File: config.mk
export PLATFORM = sky130hd
export DESIGN_NAME = pmp_viol_logger
export DESIGN_NICKNAME = d
export VERILOG_FILES = /design/src/rtl/pmp_viol_logger.sv
export SDC_FILE = /design/constraint.sdc
export NUM_CORES = 1
export LEC_CHECK = 0
export BUFFER_PORTS_ARGS = -buffer_cell sky130_fd_sc_hd__buf_2
export CORE_MARGIN = 2
export CORE_UTILIZATION = 56
export CTS_BUF_LIST = sky130_fd_sc_hd__clkbuf_16
export CTS_CLUSTER_DIAMETER = 150
export DETAILED_ROUTE_END_ITERATION = 10
export PLACE_DENSITY = 0.81
export SYNTH_ARGS = -nofsm -noshare
export SYNTH_HDL_FRONTEND = slang
export SYNTH_SLANG_ARGS = --single-unit
export TNS_END_PERCENT = 10
File: constraint.sdc
create_clock -name clk -period 9.95 [get_ports clk]
set_input_delay 2.985 -clock clk [delete_from_list [all_inputs] [get_ports clk]]
set_output_delay 2.985 -clock clk [all_outputs]
set_load 0.01 [all_outputs]
File: src/rtl/pmp_viol_logger.sv
// pmp_viol_logger: FIFO log of PMP-denied requests, exposed as TL-UL registers with a level interrupt.
package tlul_pkg;
  localparam logic [2:0] PutFullData    = 3'h0;
  localparam logic [2:0] PutPartialData = 3'h1;
  localparam logic [2:0] Get            = 3'h4;
  localparam logic [2:0] AccessAck      = 3'h0;
  localparam logic [2:0] AccessAckData  = 3'h1;
  typedef struct packed {
    logic        a_valid;
    logic [2:0]  a_opcode;
    logic [1:0]  a_size;
    logic [7:0]  a_source;
    logic [31:0] a_address;
    logic [31:0] a_data;
    logic        d_ready;
  } tl_h2d_t;
  typedef struct packed {
    logic        d_valid;
    logic [2:0]  d_opcode;
    logic [1:0]  d_size;
    logic [7:0]  d_source;
    logic [31:0] d_data;
    logic        d_error;
    logic        a_ready;
  } tl_d2h_t;
endpackage

module pmp_viol_logger import tlul_pkg::*; #(
  parameter int Depth = 4
) (
  input  logic        clk,
  input  logic        rst,
  input  logic        viol_valid,
  input  logic [31:0] viol_addr,
  input  logic [2:0]  viol_type,
  input  tl_h2d_t     tl_cpu2log,
  output tl_d2h_t     tl_log2cpu,
  output logic        irq_o
);
  localparam int AW = $clog2(Depth);
  localparam int CW = AW + 1;
  logic [31:0]   addr_mem [Depth];
  logic [2:0]    type_mem [Depth];
  logic [AW-1:0] wptr_q, wptr_d, rptr_q, rptr_d;
  logic [CW-1:0] cnt_q, cnt_d;
  logic [31:0]   total_q, total_d;
  logic          ovf_q, ovf_d, irq_q;
  logic          rsp_valid_q, rsp_valid_d, rsp_err_q;
  logic [2:0]    rsp_op_q;
  logic [1:0]    rsp_size_q;
  logic [7:0]    rsp_src_q;
  logic [31:0]   rsp_data_q;
  logic [4:0]    off;
  logic          accept, is_get, is_put, rd_ok, wr_ok, pop, ctrl, flush, clr;
  logic          nonempty, do_pop, full, do_push;
  logic [31:0]   head_addr, head_info, rd_data;
  logic          unused_bits;

  assign accept    = tl_cpu2log.a_valid & ~rsp_valid_q;
  assign off       = tl_cpu2log.a_address[4:0];
  assign is_get    = tl_cpu2log.a_opcode == Get;
  assign is_put    = (tl_cpu2log.a_opcode == PutFullData) | (tl_cpu2log.a_opcode == PutPartialData);
  assign rd_ok     = is_get & ((off == 5'h00) | (off == 5'h04) | (off == 5'h0C));
  assign wr_ok     = is_put & ((off == 5'h08) | (off == 5'h10));
  assign pop       = accept & wr_ok & (off == 5'h08);
  assign ctrl      = accept & wr_ok & (off == 5'h10);
  assign flush     = ctrl & tl_cpu2log.a_data[1];
  assign clr       = ctrl & tl_cpu2log.a_data[0];
  assign nonempty  = cnt_q != '0;
  assign do_pop    = pop & nonempty;
  // A pop in the same cycle frees the slot the incoming record needs.
  assign full      = (cnt_q == CW'(Depth)) & ~do_pop;
  assign do_push   = viol_valid & ~full & ~flush;
  assign head_addr = nonempty ? addr_mem[rptr_q] : '0;
  assign head_info = {15'd0, ovf_q, 8'(cnt_q), 4'd0, nonempty, nonempty ? type_mem[rptr_q] : 3'd0};
  assign rd_data   = ~rd_ok ? '0 : (off == 5'h00) ? head_addr : (off == 5'h04) ? head_info : total_q;
  assign unused_bits = ^{tl_cpu2log.a_address[31:5], tl_cpu2log.a_data[31:2]};

  always_comb begin
    rptr_d      = flush ? '0 : rptr_q + AW'(do_pop);
    wptr_d      = flush ? '0 : wptr_q + AW'(do_push);
    cnt_d       = flush ? '0 : cnt_q + CW'(do_push) - CW'(do_pop);
    total_d     = flush ? '0 : total_q + 32'(viol_valid && (total_q != '1));
    ovf_d       = flush ? 1'b0 : (viol_valid & full) | (ovf_q & ~clr);
    rsp_valid_d = accept | (rsp_valid_q & ~tl_cpu2log.d_ready);
  end

  always_ff @(posedge clk) begin
    if (do_push) begin
      addr_mem[wptr_q] <= viol_addr;
      type_mem[wptr_q] <= viol_type;
    end
  end

  always_ff @(posedge clk or negedge rst) begin
    if (!rst) begin
      wptr_q      <= '0;
      rptr_q      <= '0;
      cnt_q       <= '0;
      total_q     <= '0;
      ovf_q       <= 1'b0;
      irq_q       <= 1'b0;
      rsp_valid_q <= 1'b0;
      rsp_err_q   <= 1'b0;
      rsp_op_q    <= '0;
      rsp_size_q  <= '0;
      rsp_src_q   <= '0;
      rsp_data_q  <= '0;
    end else begin
      wptr_q      <= wptr_d;
      rptr_q      <= rptr_d;
      cnt_q       <= cnt_d;
      total_q     <= total_d;
      ovf_q       <= ovf_d;
      irq_q       <= (cnt_d != '0) | ovf_d;
      rsp_valid_q <= rsp_valid_d;
      if (accept) begin
        rsp_err_q  <= ~(rd_ok | wr_ok);
        rsp_op_q   <= is_get ? AccessAckData : AccessAck;
        rsp_size_q <= tl_cpu2log.a_size;
        rsp_src_q  <= tl_cpu2log.a_source;
        rsp_data_q <= rd_data;
      end
    end
  end

  assign irq_o      = irq_q;
  assign tl_log2cpu = '{d_valid: rsp_valid_q, d_opcode: rsp_op_q, d_size: rsp_size_q, d_source: rsp_src_q,
                        d_data: rsp_data_q, d_error: rsp_err_q, a_ready: ~rsp_valid_q};
endmodule
Word-level counts from Yosys, hierarchy flattened:

Memories as Yosys holds them, arrays and structs flattened.
Index checks and enable logic that the tools add are counted.

* muxes and demuxes: 13
* add/sub/neg operators: 5
* equality and inequality tests: 8
* bitwise gates (word level): 30
* reduce and logical (&&, ||, !) cells: 5

Operator list (count)
* $mux W32: 5
* $add A32 B1 Y32: 1
* $ne A32 B32 Y1 const B: 1
* $and A1 B1 Y1: 15
* $eq A5 B4 Y1 const B: 2
* $or A1 B1 Y1: 8
* $not A1 Y1: 7
* $eq A3 B3 Y1 const B: 2
* $mux W3: 2
* $reduce_bool A3 Y1: 2
* $eq A5 B3 Y1 const B: 1
* $eq A5 B5 Y1 const B: 1
* $logic_not A5 Y1: 1
* $add A2 B1 Y2: 2
* $mux W1: 4
* $mux W2: 2
* $add A3 B1 Y3: 1
* $eq A3 B1 Y1 const B: 1
* $logic_not A3 Y1: 1
* $sub A3 B1 Y3: 1
* $logic_and A1 B1 Y1: 1

* memories: 2
* output and inout port bits: 49
* logic and storage cells: 75
* RAM bits: 140
* register bits after elaboration: 88

Memories
* addr_mem: depth 4, bits a word 32, read ports 1, clocked after memory_dff 0, wr ports 1, RTL line 42 `logic [31:0] addr_mem [Depth];`
* type_mem: depth 4, bits a word 3, read ports 1, clocked after memory_dff 0, wr ports 1, RTL line 43 `logic [2:0] type_mem [Depth];`

Depth between registers and ports, before layout:

* word-level depth: 16
* depth in mapped cells: 14
* mapped depth without buffers: 12

Worst setup path after synthesis:

OpenSTA, ideal clock, no wires.

* path kind: input to register
* start point: input tl_cpu2log[34] in the netlist's numbering
* end point: memory addr_mem[1][0], enable pin
* arrival: 6.554 ns
* stages on the path: 4
* buffers on the path: 0
* slack: 2.918 ns
* cells stage by stage: nor3_1 > a41oi_1 > nand3b_1 > nor3b_1

* word-level cells in the longest chain between the ends: 13
* elaborated cells on any way between the ends: 17

Ends and longest elaborated chain
* start, declared: RTL line 36 `input tl_h2d_t tl_cpu2log,`
* $eq A5 B4 Y1 or $eq A5 B5 Y1 (tied branches): RTL line 64, 65, 66
* $or A1 B1 Y1: RTL line 64 `assign wr_ok = is_put & ((off == 5'h08) | (off == 5'h10));`
* $and A1 B1 Y1: RTL line 64
* $and A1 B1 Y1: RTL line 65, 66
* $and A1 B1 Y1: RTL line 65 `assign pop = accept & wr_ok & (off == 5'h08);`
* $and A1 B1 Y1: RTL line 70 `assign do_pop = pop & nonempty;`
* $not A1 Y1: RTL line 72 `assign full = (cnt_q == CW'(Depth)) & ~do_pop;`
* $and A1 B1 Y1: RTL line 72
* $not A1 Y1: RTL line 73 `assign do_push = viol_valid & ~full & ~flush;`
* $and A1 B1 Y1: RTL line 73
* $and A1 B1 Y1 (*): RTL line 73
* $mux W1 (*): RTL line 89 `if (do_push) begin`
* $mux W1 (not written as such) (*): RTL line 90 `addr_mem[wptr_q] <= viol_addr;`
* end, declared: RTL line 42

Mark *: on every way between the ends. The rest lies on a longest branch, timed or not.

Final worst setup path:

* start point: input tl_cpu2log[76] in the netlist's numbering
* end point: register irq_q (netlist: irq_o)

* word-level cells in the longest chain between the ends: 16
* elaborated cells on any way between the ends: 26

Ends and longest elaborated chain
* $eq A3 B1 Y1 or $logic_not A3 Y1 (tied branches): RTL line 62 `assign is_put = (tl_cpu2log.a_opcode == PutFullData) | (tl_cpu2log.a_opcode == PutPartialData);`
* $or A1 B1 Y1 (*): RTL line 62
* $and A1 B1 Y1 (*): RTL line 64
* $and A1 B1 Y1 (*): RTL line 65, 66
* $and A1 B1 Y1: RTL line 65
* $and A1 B1 Y1: RTL line 70
* $not A1 Y1: RTL line 72
* $and A1 B1 Y1: RTL line 72
* $not A1 Y1: RTL line 73
* $and A1 B1 Y1 (2 in series): RTL line 73
* $add A3 B1 Y3: RTL line 82 `cnt_d = flush ? '0 : cnt_q + CW'(do_push) - CW'(do_pop);`
* $sub A3 B1 Y3: RTL line 82
* $mux W3: RTL line 82
* $reduce_bool A3 Y1: RTL line 115 `irq_q <= (cnt_d != '0) | ovf_d;`
* $or A1 B1 Y1 (*): RTL line 115
* end signal, assigned: RTL line 115
* end, declared: RTL line 47 `logic ovf_q, ovf_d, irq_q;`

Marks and branches as above.
A chain may end at the register's enable or synchronous reset.

==> qor.csv <==
metric,value,unit
number of flops mapped to enable cells by yosys,140,
most frequent cells in the layout,"edfxtp_1, buf_2, dfrtp_1",
Syn Inst Count,639,
GRT Resource Usage Total,0.2272,
GRT overflow,0,
via count,5935,
core area,16470,sq um
clk slew on worst S/H paths,60,ps
GPL Wtd Cong,0.8872,
global-route wire length before repair,31660,um
Chip Height,133.2,um
fin nets,863,
element type at the critical path end,flop,
hold crit path type,reg2reg,
worst slew pin tran,1096,ps
Clock Path Buffers,3,
Inserted Clock Buffers,23,
drt via density,6.081,
Area Overhead vs Synth,15.21,%
Netlist cell types,49,
sequential share of the synthesized area,0.6802,
total wire length,20010,um
Pleak,4.068,nW
CTS sink cnt,226,
Reg area,6357,sq um
Post-CTS Setup Repair Bufs,0,
Syn Std Cell Area,9344,sq um
Final min period,5790,ps
largest net degree at the start of global routing,87,
TNS Setup,0,ps
crit path DAT,6160,ps
fmax,0.1727,GHz
CTS tree,built,
Post-route DRC,0,
H-tree Lvls,1,
Routed WL per cell,20.50,um
std cell rows,47,
hold buffer count at CTS,0,
number of max-cap violations,0,
placed cells,934,
power per cell area,216.0,nW/um^2
multi-input logic area,2809,sq um
Ant. Diodes,0,
DR iter-0 viols,709,
vias in the first global route,5907,
critical path class,in2reg,
post_cts resized,0,
Initial Utilization,0.5675,
CP Launch Type,input pin,
Final setup viols,0,
"Warnings, synthesis",0,
root buf cell,clkbuf_16,
syn_area_per_cell,14.62,sq um
fillcell total,1163,
RSZ-0062 raised after global routing,false,
Final Skew,24.31,ps
Slew headroom,0.2694,
Die W,133.2,um
Synth Register Bits,226,
worst skew pair latency,520,ps
outcome,completed,
"most common cell after layout, fill and taps aside",edfxtp_1,
Post-Layout Cell Count,976,
die area,17730,sq um
share of cells above drive strength 1,0.2725,
final antenna-violating net count,0,
ys async rst share,0.3805,
Worst EP required,10320,ps
CP Max Fanout,7,
DRT Pass-1 Iters,5,
VDD IR max,0.0001764,V
PortBufs,106,
DPL Wire Length,13140,um
initial antenna violation count,1,
Top Ports,166,
Most used DFF post-synth,edfxtp_1,
Final period util,0.5820,
Final Hold Vio Count,0,
Slew Limit Fails,0,
-- cells by family (layout without fill, tap and decap cells) --
| family | count (synthesis) | count (layout) | share of synthesized area |
|---|---|---|---|
| simple gates | 180 | 180 | 0.09856 |
| xor+xnor | 16 | 16 | 0.01500 |
| other cells | 1 | 2 | 0.0004013 |
| flops | 226 | 226 | 0.6802 |
| mux | 45 | 45 | 0.09641 |
| compound gates | 115 | 115 | 0.07686 |
| fa+ha+maj | 7 | 7 | 0.01018 |
| buf+inv | 49 | 165 | 0.02236 |
-- area by class of cell --
type	count	share of cell area
Clock inverter	19	0.01093
Tap cell	220	0.02557
Clock buffer	23	0.05346
Multi-Input combinational cell	365	0.2609
Inverter	8	0.002789
Timing Repair Buffer	115	0.05579
Sequential cell	226	0.5905
-- worst max-delay path, cell delays in order --
cell and delay [ps]:
buf_2 90, nor3b_1 630, nand4_1 450, nand3b_1 460, ha_1 310, inv_1 60
ha_1 130, inv_1 50, fa_1 390, xor2_1 190, xnor2_1 160, and3b_1 180
o211ai_1 70
-- registers in the layout, indices dropped and copies added (netlist names), 2 cells and up --
name        flops
rsp_data_q     32
rptr_q          2
rsp_size_q      2
total_q        32
rsp_src_q       8
addr_mem      128
type_mem       12
wptr_q          2
cnt_q           3
-- per-stage QoR --
step                      worst slack, ps  utilization  hold slack, ps  power (W)  cell area [sq um]
after floorplan                      2918            -           496.5   0.001431               9348
after global placement               3696       0.6117           466.1   0.001523              10070
after detailed placement             3671       0.6117           462.4   0.001553              10070
after CTS                            4208       0.6538           475.9   0.002340              10770
after global routing                 3901       0.6538           502.0   0.002415              10770
final                                4160       0.6538           473.6   0.002325              10770
-- power breakdown --
part	internal, W	total [W]	leakage (nW)	switching [W]
logic	0.000115	0.000302	1.29	0.000187
clock network	0.000447	0.000790	0.355	0.000343
registers	0.00117	0.00123	2.42	0.0000675
-- cells in the mapped netlist, types with 10 or more instances --
cell | number | share of area
edfxtp_1 | 140 | 0.45
dfrtp_1 | 86 | 0.23
nand2_1 | 50 | 0.020
a21oi_1 | 47 | 0.025
nor2_1 | 47 | 0.019
o31ai_1 | 40 | 0.032
mux4_2 | 35 | 0.084
clkbuf_1 | 29 | 0.012
o21ai_0 | 14 | 0.0075
nand3_1 | 12 | 0.0064
nand4_1 | 12 | 0.0080
mux2_2 | 10 | 0.012
or3_1 | 10 | 0.0067
or4_1 | 10 | 0.0080
xor2_1 | 10 | 0.0094
-- worst paths after layout --
check                                from             end  slack, ps  cells past startpoint
hold reg to reg            rsp_data_q[20]  rsp_data_q[20]        470                      2
setup / recovery           tl_cpu2log[76]           irq_o       4160                     13
max in group asynchronous             rst       rptr_q[0]       6520                      1
hold / removal             rsp_data_q[20]  rsp_data_q[20]        470                      2
min in group asynchronous             rst   rsp_data_q[2]       2660                      1
setup reg to reg              rsp_valid_q           irq_o       6330                     12
-- layer usage --
metal  vias up  wire (um)  GRT usage
li1       2651          -          -
met1      2952       7984     0.3045
met2       285       9993     0.3820
met3        47       1483    0.04186
met4         0        547    0.07565
met5         -          0          0
(Power assumes the default switching activity.)
